==> src/rtl/serdes_pkg.sv <==
// Shared frame geometry, receiver state encoding and symbol layout for the serial link.
package serdes_pkg;

    localparam int FRAME_BITS = 27;
    localparam int SYM_BITS   = 9;
    localparam int NUM_SYMS   = 3;

    typedef enum logic [1:0] {
        IDLE  = 2'd0,
        SHIFT = 2'd1,
        STOP  = 2'd2
    } rx_state_t;

    typedef struct packed {
        logic       k;
        logic [7:0] octet;
    } symbol_t;

    // Symbol idx of a frame; symbol0 sits in the low bits.
    function automatic symbol_t frame_sym(input logic [FRAME_BITS-1:0] f, input int idx);
        return symbol_t'(f[idx*SYM_BITS +: SYM_BITS]);
    endfunction

endpackage

==> src/rtl/sync_fifo.sv <==
// Frame buffer: power-of-two depth, head presented on a valid/ready stream.
// A push into a full buffer succeeds only when a pop frees a slot in the same cycle.
module sync_fifo
    import serdes_pkg::*;
#(
    parameter int WIDTH = FRAME_BITS,
    parameter int DEPTH = 4
) (
    input  logic             clk_i,
    input  logic             rst_i,
    input  logic             i_push,
    input  logic [WIDTH-1:0] i_data,
    input  logic             i_pop,
    output logic [WIDTH-1:0] o_data,
    output logic             o_valid,
    output logic             o_drop
);

    localparam int AW = $clog2(DEPTH);

    logic [WIDTH-1:0] r_mem [DEPTH];
    logic [AW-1:0]    r_wptr;
    logic [AW-1:0]    r_rptr;
    logic [AW:0]      r_count;
    logic             r_drop;

    logic w_full;
    logic w_pop;
    logic w_wr;

    assign w_full = (r_count == (AW+1)'(DEPTH));
    assign w_pop  = i_pop && (r_count != '0);
    assign w_wr   = i_push && (!w_full || w_pop);

    always_ff @(posedge clk_i or posedge rst_i) begin
        if (rst_i) begin
            for (int i = 0; i < DEPTH; i++) begin
                r_mem[i] <= '0;
            end
            r_wptr  <= '0;
            r_rptr  <= '0;
            r_count <= '0;
            r_drop  <= 1'b0;
        end else begin
            r_drop <= i_push && w_full && !w_pop;
            if (w_wr) begin
                r_mem[r_wptr] <= i_data;
                r_wptr        <= r_wptr + 1'b1;
            end
            if (w_pop) begin
                r_rptr <= r_rptr + 1'b1;
            end
            case ({w_wr, w_pop})
                2'b10:   r_count <= r_count + 1'b1;
                2'b01:   r_count <= r_count - 1'b1;
                default: r_count <= r_count;
            endcase
        end
    end

    assign o_data  = r_mem[r_rptr];
    assign o_valid = (r_count != '0);
    assign o_drop  = r_drop;

endmodule

==> src/rtl/serial_deserializer.sv <==
// Serial frame receiver: input synchronizer, start/27 data/stop framing FSM and frame FIFO.
// Build option SERDES_KCODE_CHECK_EN also rejects frames whose symbol2 k bit is 0.
module serial_deserializer
    import serdes_pkg::*;
#(
    parameter int FIFO_DEPTH  = 4,
    parameter int SYNC_STAGES = 2
) (
    input  logic                  clk_i,
    input  logic                  rst_i,
    input  logic                  data_i,
    output logic [FRAME_BITS-1:0] data_o,
    output logic                  valid_o,
    input  logic                  ready_i,
    output logic                  frame_err_o,
    output logic                  drop_o
);

    logic [SYNC_STAGES-1:0] r_sync;
    rx_state_t              r_state;
    logic [4:0]             r_cnt;
    logic [FRAME_BITS-1:0]  r_shift;
    logic                   r_frame_ok;
    logic                   r_frame_err;
    logic                   r_push;

    logic w_sd;
    logic w_stop_ok;

    assign w_sd = r_sync[SYNC_STAGES-1];

`ifdef SERDES_KCODE_CHECK_EN
    symbol_t w_sym2;
    assign w_sym2 = frame_sym(r_shift, NUM_SYMS-1);

    always_comb begin
        w_stop_ok = !w_sd && w_sym2.k;
    end
`else
    always_comb begin
        w_stop_ok = !w_sd;
    end
`endif

    // r_shift stays untouched through IDLE, so the push stage can write it directly.
    always_ff @(posedge clk_i or posedge rst_i) begin
        if (rst_i) begin
            r_sync      <= '0;
            r_state     <= IDLE;
            r_cnt       <= '0;
            r_shift     <= '0;
            r_frame_ok  <= 1'b0;
            r_frame_err <= 1'b0;
            r_push      <= 1'b0;
        end else begin
            r_sync      <= {r_sync[SYNC_STAGES-2:0], data_i};
            r_frame_ok  <= 1'b0;
            r_frame_err <= 1'b0;
            r_push      <= r_frame_ok;
            case (r_state)
                IDLE: begin
                    if (w_sd) begin
                        r_cnt   <= '0;
                        r_state <= SHIFT;
                    end
                end
                SHIFT: begin
                    r_shift <= {r_shift[FRAME_BITS-2:0], w_sd};
                    r_cnt   <= r_cnt + 5'd1;
                    if (r_cnt == 5'(FRAME_BITS-1)) begin
                        r_state <= STOP;
                    end
                end
                STOP: begin
                    r_frame_ok  <= w_stop_ok;
                    r_frame_err <= !w_stop_ok;
                    r_state     <= IDLE;
                end
                default: r_state <= IDLE;
            endcase
        end
    end

    assign frame_err_o = r_frame_err;

    sync_fifo #(
        .WIDTH(FRAME_BITS),
        .DEPTH(FIFO_DEPTH)
    ) u_fifo (
        .clk_i  (clk_i),
        .rst_i  (rst_i),
        .i_push (r_push),
        .i_data (r_shift),
        .i_pop  (ready_i),
        .o_data (data_o),
        .o_valid(valid_o),
        .o_drop (drop_o)
    );

endmodule

==> config.mk <==
export PLATFORM = sky130hd
export DESIGN_NAME = serial_deserializer
export DESIGN_NICKNAME = d
export VERILOG_FILES = /design/src/rtl/serdes_pkg.sv /design/src/rtl/sync_fifo.sv /design/src/rtl/serial_deserializer.sv
export SDC_FILE = /design/constraint.sdc
export NUM_CORES = 1
export LEC_CHECK = 0
export BUFFER_PORTS_ARGS = -buffer_cell sky130_fd_sc_hd__buf_4
export CAP_MARGIN = 10
export CORE_UTILIZATION = 61
export CTS_CLUSTER_DIAMETER = 50
export DETAILED_ROUTE_END_ITERATION = 10
export PLACE_DENSITY = 0.85
export SETUP_SLACK_MARGIN = 0.1
export SLEW_MARGIN = 10
export SYNTH_ARGS = -nofsm -noshare
export SYNTH_HDL_FRONTEND = slang
export SYNTH_HIERARCHICAL = 1
export SYNTH_SLANG_ARGS = --single-unit
==> constraint.sdc <==
create_clock -name clk_i -period 3.9 [get_ports clk_i]
set_input_delay 0.39 -clock clk_i [delete_from_list [all_inputs] [get_ports clk_i]]
set_output_delay 0.39 -clock clk_i [all_outputs]
set_load 0.05 [all_outputs]
==> results.json, run 1 <==
{
  "status": "complete, no violations",
  "crit_path_end_kind": "output pin",
  "fin_skew_ns": 0.0113,
  "rr_worst_depth": 8,
  "syn_to_final_growth_pct": 13.5,
  "path_class": "reg -> out",
  "finalSetupTns_ns": 0,
  "async_flop_share_pct": 100,
  "num_vias": 3471,
  "hold_viol": 0,
  "grt_usage_pct": 23.6,
  "grt_start_max_net_pins": 47,
  "avgSynthCellArea_um2": 16.9,
  "crit_required_ns": 3.51,
  "wl_met1_um": 5250,
  "worst_ep_arrival_time_ns": 2.43,
  "start_util_pct": 63.9,
  "slowest_delay_ns": 1.05,
  "cts_buffers": 17,
  "synth.yosys.warnings": 6,
  "synthCells": 398,
  "drc_errors": 0,
  "worst_slew_pin_slew_ns": 1.08,
  "worstSetupEndpoint": "data_o[24]",
  "coreArea_mm2": 0.0105,
  "ir_drop_mv": 0.536,
  "clock-sinks": 155,
  "crit_chain": "mux4_2, buf_4",
  "rows": 37,
  "dieArea_mm2": 0.0114,
  "reg2reg_setup_slack_ns": 1.53,
  "wire_per_inst_um": 20.2,
  "fin_crit_ns": 2.82,
  "fin_cells": 591,
  "ys_seq_elements": 155,
  "hold_path.startpoint": "ready_i",
  "regToRegStartpoint": "u_fifo/r_count[0]$_DFFE_PP0P_",
  "crit_path_start": "u_fifo/r_rptr[0]$_DFFE_PP0P_",
  "clock_latency_ns": 0.52,
  "final_antenna_net_count": 0,
  "synth_edf_count": 0,
  "grt_pass1_vias": 3865,
  "portBuffers": 33,
  "yosysTopAreaCell": "dfrtp_1",
  "synth_top_flop_cell": "dfrtp_1",
  "first_pass_iters": 4,
  "max_freq_ghz": 0.355,
  "clock_path_buffers": 2,
  "overflow": 0,
  "ys_types": 29,
  "nets": 454,
  "hp-class": "in -> reg",
  "clock-root-buffer": "clkbuf_8",
  "slew_violations": 0,
  "clkSlewWorstSetupHoldPaths_ns": 0.07,
  "rsz0062_at_grt": "no",
  "synth_top_area_share_pct": 57.7,
  "viasPerCell": 5.87,
  "setup_violations": 0,
  "period_share_pct": 72.3,
  "die_x_um": 107,
  "cts_tree": "built",
  "grt_pass1_wl_um": 19900,
  "leakagePower_nw": 3.71,
  "die_h_um": 107,
  "r2r_end": "u_fifo/r_count[2]$_DFFE_PP0P_",
  "synthTopCellsByCount": "155 x dfrtp_1, 113 x mux2_2, 27 x mux4_2",
  "wirelength_um": 12000,
  "synth_area_mm2": 0.00672,
  "placed_cell_area_mm2": 0.00702,
  "dp.cells": 557,
  "drive_above_1_share_pct": 53.2,
  "finalInstanceArea_mm2": 0.00762,
  "yosys-top-cells-area": "dfrtp_1 58%, mux2_2 19%, mux4_2 9.0%",
  "gp_congestion": 0.696,
  "critPathSlowestCell": "dfrtp_2",
  "grt_antenna_before_repair": 0,
  "cp_max_fo": 29,
  "cp-start-kind": "flip-flop",
  "cts_resized": 0,
  "p_per_area_mw_per_mm2": 626,
  "relSlewSlack_pct": 28.0,
  "wl_met3_um": 340,
  "first_iter_violations": 184,
  "htreeDepth": 4,
  "drv_cap": 0,
  "top_layer": "met4",
  "io_pins": 34,
  "postLayoutCoreUtil_pct": 72.6,
  "syn_nets": 410,
  "wl_met2_um": 6280,
  "synth.most_common_cell": "dfrtp_1",
  "antenna_cells": 0,
  "ys_seq_area_share_pct": 57.7,
  "hpwl_um": 6990
}
## per-layer routing
metal,track usage [%],vias up
met5,0,-
met4,6.85,0
met3,6.14,12
met2,40.1,45
met1,30.1,1888
li1,-,1526
## placed cells by master (no fill, tap or decap), drive strengths merged, types with 2 or more instances in the layout
cell / netlist / layout
buf: 18 / 41
bufinv: 0 / 2
clkbuf: 0 / 22
clkinv: 0 / 4
clkinvlp: 0 / 4
dfrtp: 155 / 155
dlygate4sd3: 0 / 2
ha: 7 / 7
inv: 9 / 9
mux2: 136 / 136
mux4: 27 / 27
nand2: 9 / 9
nand2b: 3 / 3
nand3: 2 / 2
nor2: 8 / 8
o21ai: 4 / 4
o21bai: 2 / 2
xnor2: 3 / 3
xor2: 5 / 5
## metrics by stage
step                      worst slack, ns  power [mW]  hold slack, ns
after floorplan                     0.438        2.99           0.331
after global placement               1.59        3.14           0.332
after detailed placement             1.53        3.20           0.339
after CTS                            1.01        4.81           0.196
after global routing                0.917        5.00           0.198
final                                1.08        4.78           0.208
## final cells by class
type / count / area (um^2)
timing repair buffer: 43 / 328
sequential: 155 / 3880
multi-input combinational: 216 / 2630
fill: 620 / 2880
clock inverter: 10 / 118
clock buffer: 22 / 463
tap: 136 / 170
inverter: 9 / 36.3
## cells by family (layout without fill, tap and decap cells)
family / count (synthesis) / in the layout / synth area share (%)
XOR/XNOR: 8 / 8 / 1.04
buffers and inverters: 27 / 84 / 3.18
multiplexers: 164 / 164 / 33.3
adder cells (fa/ha/maj): 8 / 8 / 1.60
flip-flops: 155 / 155 / 57.7
AND/OR/NAND/NOR: 28 / 28 / 2.40
AO/OA/AOI/OAI: 8 / 8 / 0.782
## registers in the layout (all words and copies together) (netlist names)
signal and count:
u_fifo/r_mem 108, r_shift 27, r_cnt 5, u_fifo/r_count 3, r_state 2, r_sync 2, u_fifo/r_rptr 2, u_fifo/r_wptr 2
frame_err_o 1, r_frame_ok 1, r_push 1, u_fifo/o_drop 1
## what timing repair did
item | 4_1_cts | 5_1_grt
hold buffers | 2 | 0
endpoints found under the hold margin | 45 | 0
buffers inserted | 0 | 0
## power breakdown
part	internal [mW]	switching [mW]	total, mW
registers	1.84	0.437	2.28
logic	0.562	0.341	0.903
clock network	0.961	0.631	1.59
total	3.37	1.41	4.78
## worst min-delay path by stage
stage	to	depth (start not counted)	slack [ns]
final	u_fifo/o_drop$_DFF_PP0_	3	0.21
after global placement	r_push$_DFF_PP0_	0	0.33
after floorplan	r_push$_DFF_PP0_	0	0.33
after global routing	u_fifo/o_drop$_DFF_PP0_	3	0.20
after CTS	u_fifo/o_drop$_DFF_PP0_	3	0.20
after detailed placement	r_push$_DFF_PP0_	0	0.34
## critical path, delay by kind of cell, from the launching register on
family | cells | cell delay, ns
flip-flops | 1 | 1.05
multiplexers | 1 | 0.63
buffers and inverters | 1 | 0.21
No activity file was read; power rests on OpenSTA's default activity.
==> run 2, diff against run 1 <==
clock period = 2.75 ns   (was 3.9 ns; I/O delays follow)
==> run 2 against run 1 <==
- clock power rose by 45%
- utilization rose by 0.44 points
- hold slack got worse by 0.093 ns
- final cell count rose by 0.17%
- first-iteration DRC count fell by 1.6%
- clock skew fell by 0.0037 ns
- critical path depth rose by 1
- via count fell by 0.32%
- global-route usage rose by 0.15 points
- critical path type unchanged
- critical endpoint is now data_o[16]
==> results.json, run 2 (synthesis results as in run 1) <==
{
  "switching_power_mw": 1.99,
  "htreeDepth": 4,
  "cts_resized": 0,
  "dieArea_mm2": 0.0114,
  "cp_max_fo": 18,
  "die_x_um": 107,
  "fin_crit_ns": 2.45,
  "wirelength_um": 11900,
  "worst_slew_pin_slew_ns": 1.09,
  "cp-start-kind": "flip-flop",
  "wire_per_inst_um": 20.1,
  "setup_violations": 0,
  "clock_path_buffers": 2,
  "final.hold.worst_slack_ns": 0.115,
  "io_pins": 34,
  "status": "complete, no violations",
  "largest_register_ffs": 108,
  "die_h_um": 107,
  "postLayoutCoreUtil_pct": 73.0,
  "clock-root-buffer": "clkbuf_8",
  "mostFrequentLayoutCells": "154 x dfrtp_1, 113 x mux2_2, 40 x buf_4, 27 x mux4_2, 23 x mux2_4",
  "slew_violations": 0,
  "grt_pass1_vias": 3885,
  "first_iter_violations": 181,
  "clkSlewWorstSetupHoldPaths_ns": 0.06,
  "clkPwrFrac_pct": 33.7,
  "intPower_mw": 4.87,
  "crit_required_ns": 2.48,
  "fin_skew_ns": 0.00762,
  "drc_errors": 0,
  "hpwl_um": 6660,
  "crit_path_end_kind": "output pin",
  "portBuffers": 33,
  "clock_latency_ns": 0.52,
  "nets": 455,
  "drv_cap": 0,
  "drive_above_1_share_pct": 53.3,
  "grt_usage_pct": 23.7,
  "first_pass_iters": 4,
  "path_class": "reg -> out",
  "cts_tree": "built",
  "swShare_pct": 29.0,
  "leakagePower_nw": 3.73,
  "relSlewSlack_pct": 27.4,
  "finalPower_mw": 6.87,
  "grt_pass1_wl_um": 20100,
  "coreArea_mm2": 0.0105,
  "rsz0062_at_grt": "no",
  "setup_slack_ns": 0.300,
  "top_regs": "u_fifo/r_mem x108, r_shift x27, r_cnt x5",
  "antenna_cells": 0,
  "place_ws_ns": 0.396,
  "syn_to_final_growth_pct": 14.2,
  "num_vias": 3460,
  "start_util_pct": 63.9,
  "p_comb_share_pct": 21.2,
  "viasPerCell": 5.84,
  "hold_viol": 0,
  "p_per_area_mw_per_mm2": 895,
  "gp_congestion": 0.744,
  "hp-class": "in -> reg",
  "cts_buffers": 17,
  "grt_start_max_net_pins": 117,
  "final_antenna_net_count": 0,
  "top_register": "u_fifo/r_mem",
  "final_common_cell": "dfrtp_1",
  "overflow": 0,
  "finalSetupTns_ns": 0,
  "grt_antenna_before_repair": 0,
  "clock-sinks": 155,
  "period_share_pct": 89.1,
  "ir_drop_mv": 0.795,
  "pwr-share-seq_pct": 45.2,
  "rows": 37,
  "worst_ep_arrival_time_ns": 2.18,
  "max_freq_ghz": 0.408
}
-- run 2: stage by stage --
step	area, um^2	cells
finish	7670	592
CTS	7670	592
global placement	7060	558
global route	7670	592
detailed placement	7060	558
floorplan	6720	398
-- run 2: layout make-up --
| class | count | area, um^2 |
|---|---|---|
| flip-flops and latches | 155 | 3880 |
| fillers | 632 | 2840 |
| multi-input cells | 216 | 2630 |
| clock buffers | 21 | 449 |
| repair buffers | 44 | 360 |
| well taps | 136 | 170 |
| clock inverters | 11 | 144 |
| inverters | 9 | 37.5 |
-- run 2: what timing repair did --
action / CTS / global route
endpoints found under the hold margin: 156 / 0
hold buffers: 2 / 0
setup buffers: 0 / 0
-- run 2: worst max-delay path, stage by stage, from the launching register on --
cell and delay, ns:
dfrtp_2 0.64, buf_12 0.26, mux4_2 0.54, buf_4 0.21
-- run 2: path summary, 6_finish.rpt --
path                                                 end                          start  slack [ns]  cells past startpoint
max in group asynchronous   u_fifo/r_rptr[0]$_DFFE_PP0P_                          rst_i        1.77                      4
hold reg to reg                         r_push$_DFF_PP0_           r_frame_ok$_DFF_PP0_        0.35                      0
setup / recovery                              data_o[16]   u_fifo/r_rptr[0]$_DFFE_PP0P_        0.30                      3
hold / removal                   u_fifo/o_drop$_DFF_PP0_                        ready_i        0.11                      3
min in group asynchronous          frame_err_o$_DFF_PP0_                          rst_i        0.48                      4
setup reg to reg           u_fifo/r_count[2]$_DFFE_PP0P_  u_fifo/r_count[0]$_DFFE_PP0P_        0.40                      8
-- run 2: per-layer routing --
layer,track usage (%),part of all wire [%]
met1,30.6,44
met2,39.4,51
met3,6.02,3.4
met4,8.12,1.3
met5,0,0
-- run 2: power by group through the flow --
stage	clock network, mW	registers, mW	logic (mW)
3_3_place_gp	0	3.08	1.41
4_1_cts	2.36	3.09	1.47
5_1_grt	2.46	3.16	1.56
3_5_place_dp	0	3.12	1.46
2_1_floorplan	0	2.93	1.32
6_report	2.31	3.10	1.45
==> run 3, diff against run 2 <==
CORE_UTILIZATION = 60   (was 61)
PLACE_DENSITY = 0.84   (was 0.85)
SLEW_MARGIN = 20   (was 10)
==> run 3 against run 2 <==
- clock power increased by 8%
- clock skew increased by 0.0013 ns
- utilization decreased by 1.9 points
- register-to-register slack improved by 0.03 ns
- final area increased by 0.93%
- final cell count increased by 0.84%
- die area increased by 1.6%
- global-route usage about the same
- non-clock buffer count increased by 1
- routed wire length increased by 1.2%
- count of clock-buffer cells in the layout decreased by 1
- critical path type unchanged
- critical endpoint is now data_o[4]
- highest routed layer unchanged
==> results.json, run 3 (synthesis results as in run 1) <==
{
  "status": "complete, no violations",
  "antenna_cells": 0,
  "num_vias": 3474,
  "gp_congestion": 0.731,
  "drc_errors": 0,
  "crit_buf_inv": 2,
  "hold_viol": 0,
  "path_class": "reg -> out",
  "top_register": "u_fifo/r_mem",
  "critPathSlowestCell": "dfrtp_2",
  "cpLargestDelayFamily": "flip-flops",
  "clock-root-buffer": "clkbuf_8",
  "wire_per_inst_um": 20.2,
  "rsz0062_at_grt": "no",
  "crit_required_ns": 2.48,
  "p_per_area_mw_per_mm2": 913,
  "placed_cell_area_mm2": 0.00708,
  "period_share_pct": 90.1,
  "die_x_um": 108,
  "fin_skew_ns": 0.00888,
  "clock_path_buffers": 2,
  "largest_register_ffs": 108,
  "slew_violations": 0,
  "crit_chain": "buf_12, mux4_2, buf_4",
  "portBuffers": 33,
  "syn_to_final_growth_pct": 15.2,
  "setup_violations": 0,
  "grt_start_max_net_pins": 63,
  "finalPower_mw": 7.07,
  "grt_antenna_before_repair": 0,
  "htreeDepth": 4,
  "drv_cap": 0,
  "cts_tree": "built",
  "grt_usage_pct": 23.7,
  "seqCellArea_mm2": 0.00388,
  "die_h_um": 108,
  "coreArea_mm2": 0.0109,
  "hpwl_um": 6940,
  "finalSetupTns_ns": 0,
  "drive_above_1_share_pct": 53.6,
  "post-cts-setup-buffer-count": 0,
  "relSlewSlack_pct": 28.3,
  "hp-class": "in -> reg",
  "cts_buffers": 17,
  "clock-sinks": 155,
  "worst_slew_pin_slew_ns": 1.08,
  "top_regs": "u_fifo/r_mem x108, r_shift x27, r_cnt x5",
  "grt_pass1_vias": 3813,
  "worst_ep_arrival_time_ns": 2.20,
  "final.hold.worst_slack_ns": 0.103,
  "viasPerCell": 5.82,
  "max_freq_ghz": 0.404,
  "overflow": 0,
  "mostFrequentLayoutCells": "154 x dfrtp_1, 113 x mux2_2, 40 x buf_4, 27 x mux4_2, 23 x mux2_4",
  "io_pins": 34,
  "nets": 456,
  "nFillCells": 699,
  "final_common_cell": "dfrtp_1",
  "ir_drop_mv": 0.751,
  "rows": 38,
  "crit_path_end_kind": "output pin",
  "cp-start-kind": "flip-flop",
  "final_antenna_net_count": 0,
  "dieArea_mm2": 0.0116,
  "clock_latency_ns": 0.53,
  "finalInstanceArea_mm2": 0.00774,
  "grt_pass1_wl_um": 19900,
  "clkSlewWorstSetupHoldPaths_ns": 0.06,
  "first_iter_violations": 109,
  "multi_input_area_mm2": 0.00263,
  "slowest_delay_ns": 0.62,
  "start_util_pct": 61.7,
  "wirelength_um": 12100,
  "postLayoutCoreUtil_pct": 71.1,
  "cp_max_fo": 20,
  "first_pass_iters": 4,
  "leakagePower_nw": 3.77,
  "fin_crit_ns": 2.48
}
-- run 3: cell types whose count changed in the layout (fill, tap and decap cells not counted) --
cell / delta
bufinv_16: +2
clkinvlp_4: -2
buf_12: +1
clkbuf_1: -1
clkinv_2: +1
-- run 3: layout make-up --
| cell class | instances | share of cell area (%) |
|---|---|---|
| Sequential cell | 155 | 50.1 |
| Multi-Input combinational cell | 216 | 34.0 |
| Clock buffer | 20 | 5.75 |
| Timing Repair Buffer | 45 | 4.91 |
| Clock inverter | 12 | 2.50 |
| Tap cell | 140 | 2.26 |
| Inverter | 9 | 0.485 |
-- run 3: worst paths after layout --
| kind | from | endpoint | slack (ns) | cells after the start |
|---|---|---|---|---|
| setup / recovery | u_fifo/r_rptr[0]$_DFFE_PP0P_ | data_o[4] | 0.27 | 3 |
| min in group asynchronous | rst_i | u_fifo/o_drop$_DFF_PP0_ | 0.45 | 3 |
| hold / removal | ready_i | u_fifo/o_drop$_DFF_PP0_ | 0.10 | 3 |
| hold reg to reg | r_sync[0]$_DFF_PP0_ | r_sync[1]$_DFF_PP0_ | 0.35 | 0 |
| setup reg to reg | u_fifo/r_count[0]$_DFFE_PP0P_ | u_fifo/r_count[2]$_DFFE_PP0P_ | 0.43 | 8 |
| max in group asynchronous | rst_i | u_fifo/r_mem[93]$_DFFE_PP0P_ | 1.53 | 4 |
-- run 3: timing repair --
action / CTS / global route
gates resized for setup: 0 / 0
hold buffers: 2 / 0
hold endpoints to repair: 74 / 0
-- run 3: per-layer routing --
layer  track usage [%]  routed length (um)  vias up
li1                  -                   -     1535
met1              30.5                5300     1876
met5                 0                   0        -
met3              6.90                 338       12
met4              6.85                 134        0
met2              39.3                6280       51
-- run 3: power breakdown --
| part | internal (mW) | switching [mW] | total, mW |
|---|---|---|---|
| logic | 0.850 | 0.604 | 1.45 |
| registers | 2.62 | 0.504 | 3.12 |
| clock network | 1.61 | 0.886 | 2.49 |
-- run 3: per-stage QoR --
step,std cells,setup WS (ns)
2_1_floorplan,398,0.637
3_3_place_gp,563,0.557
3_5_place_dp,563,0.474
4_1_cts,597,0.220
5_1_grt,597,0.164
6_report,597,0.273
-- run 3: worst min-delay path: cells and delay by family --
kind | cells | cell delay, ns
AND/OR/NAND/NOR | 2 | 0.21
buffers and inverters | 1 | 0.10
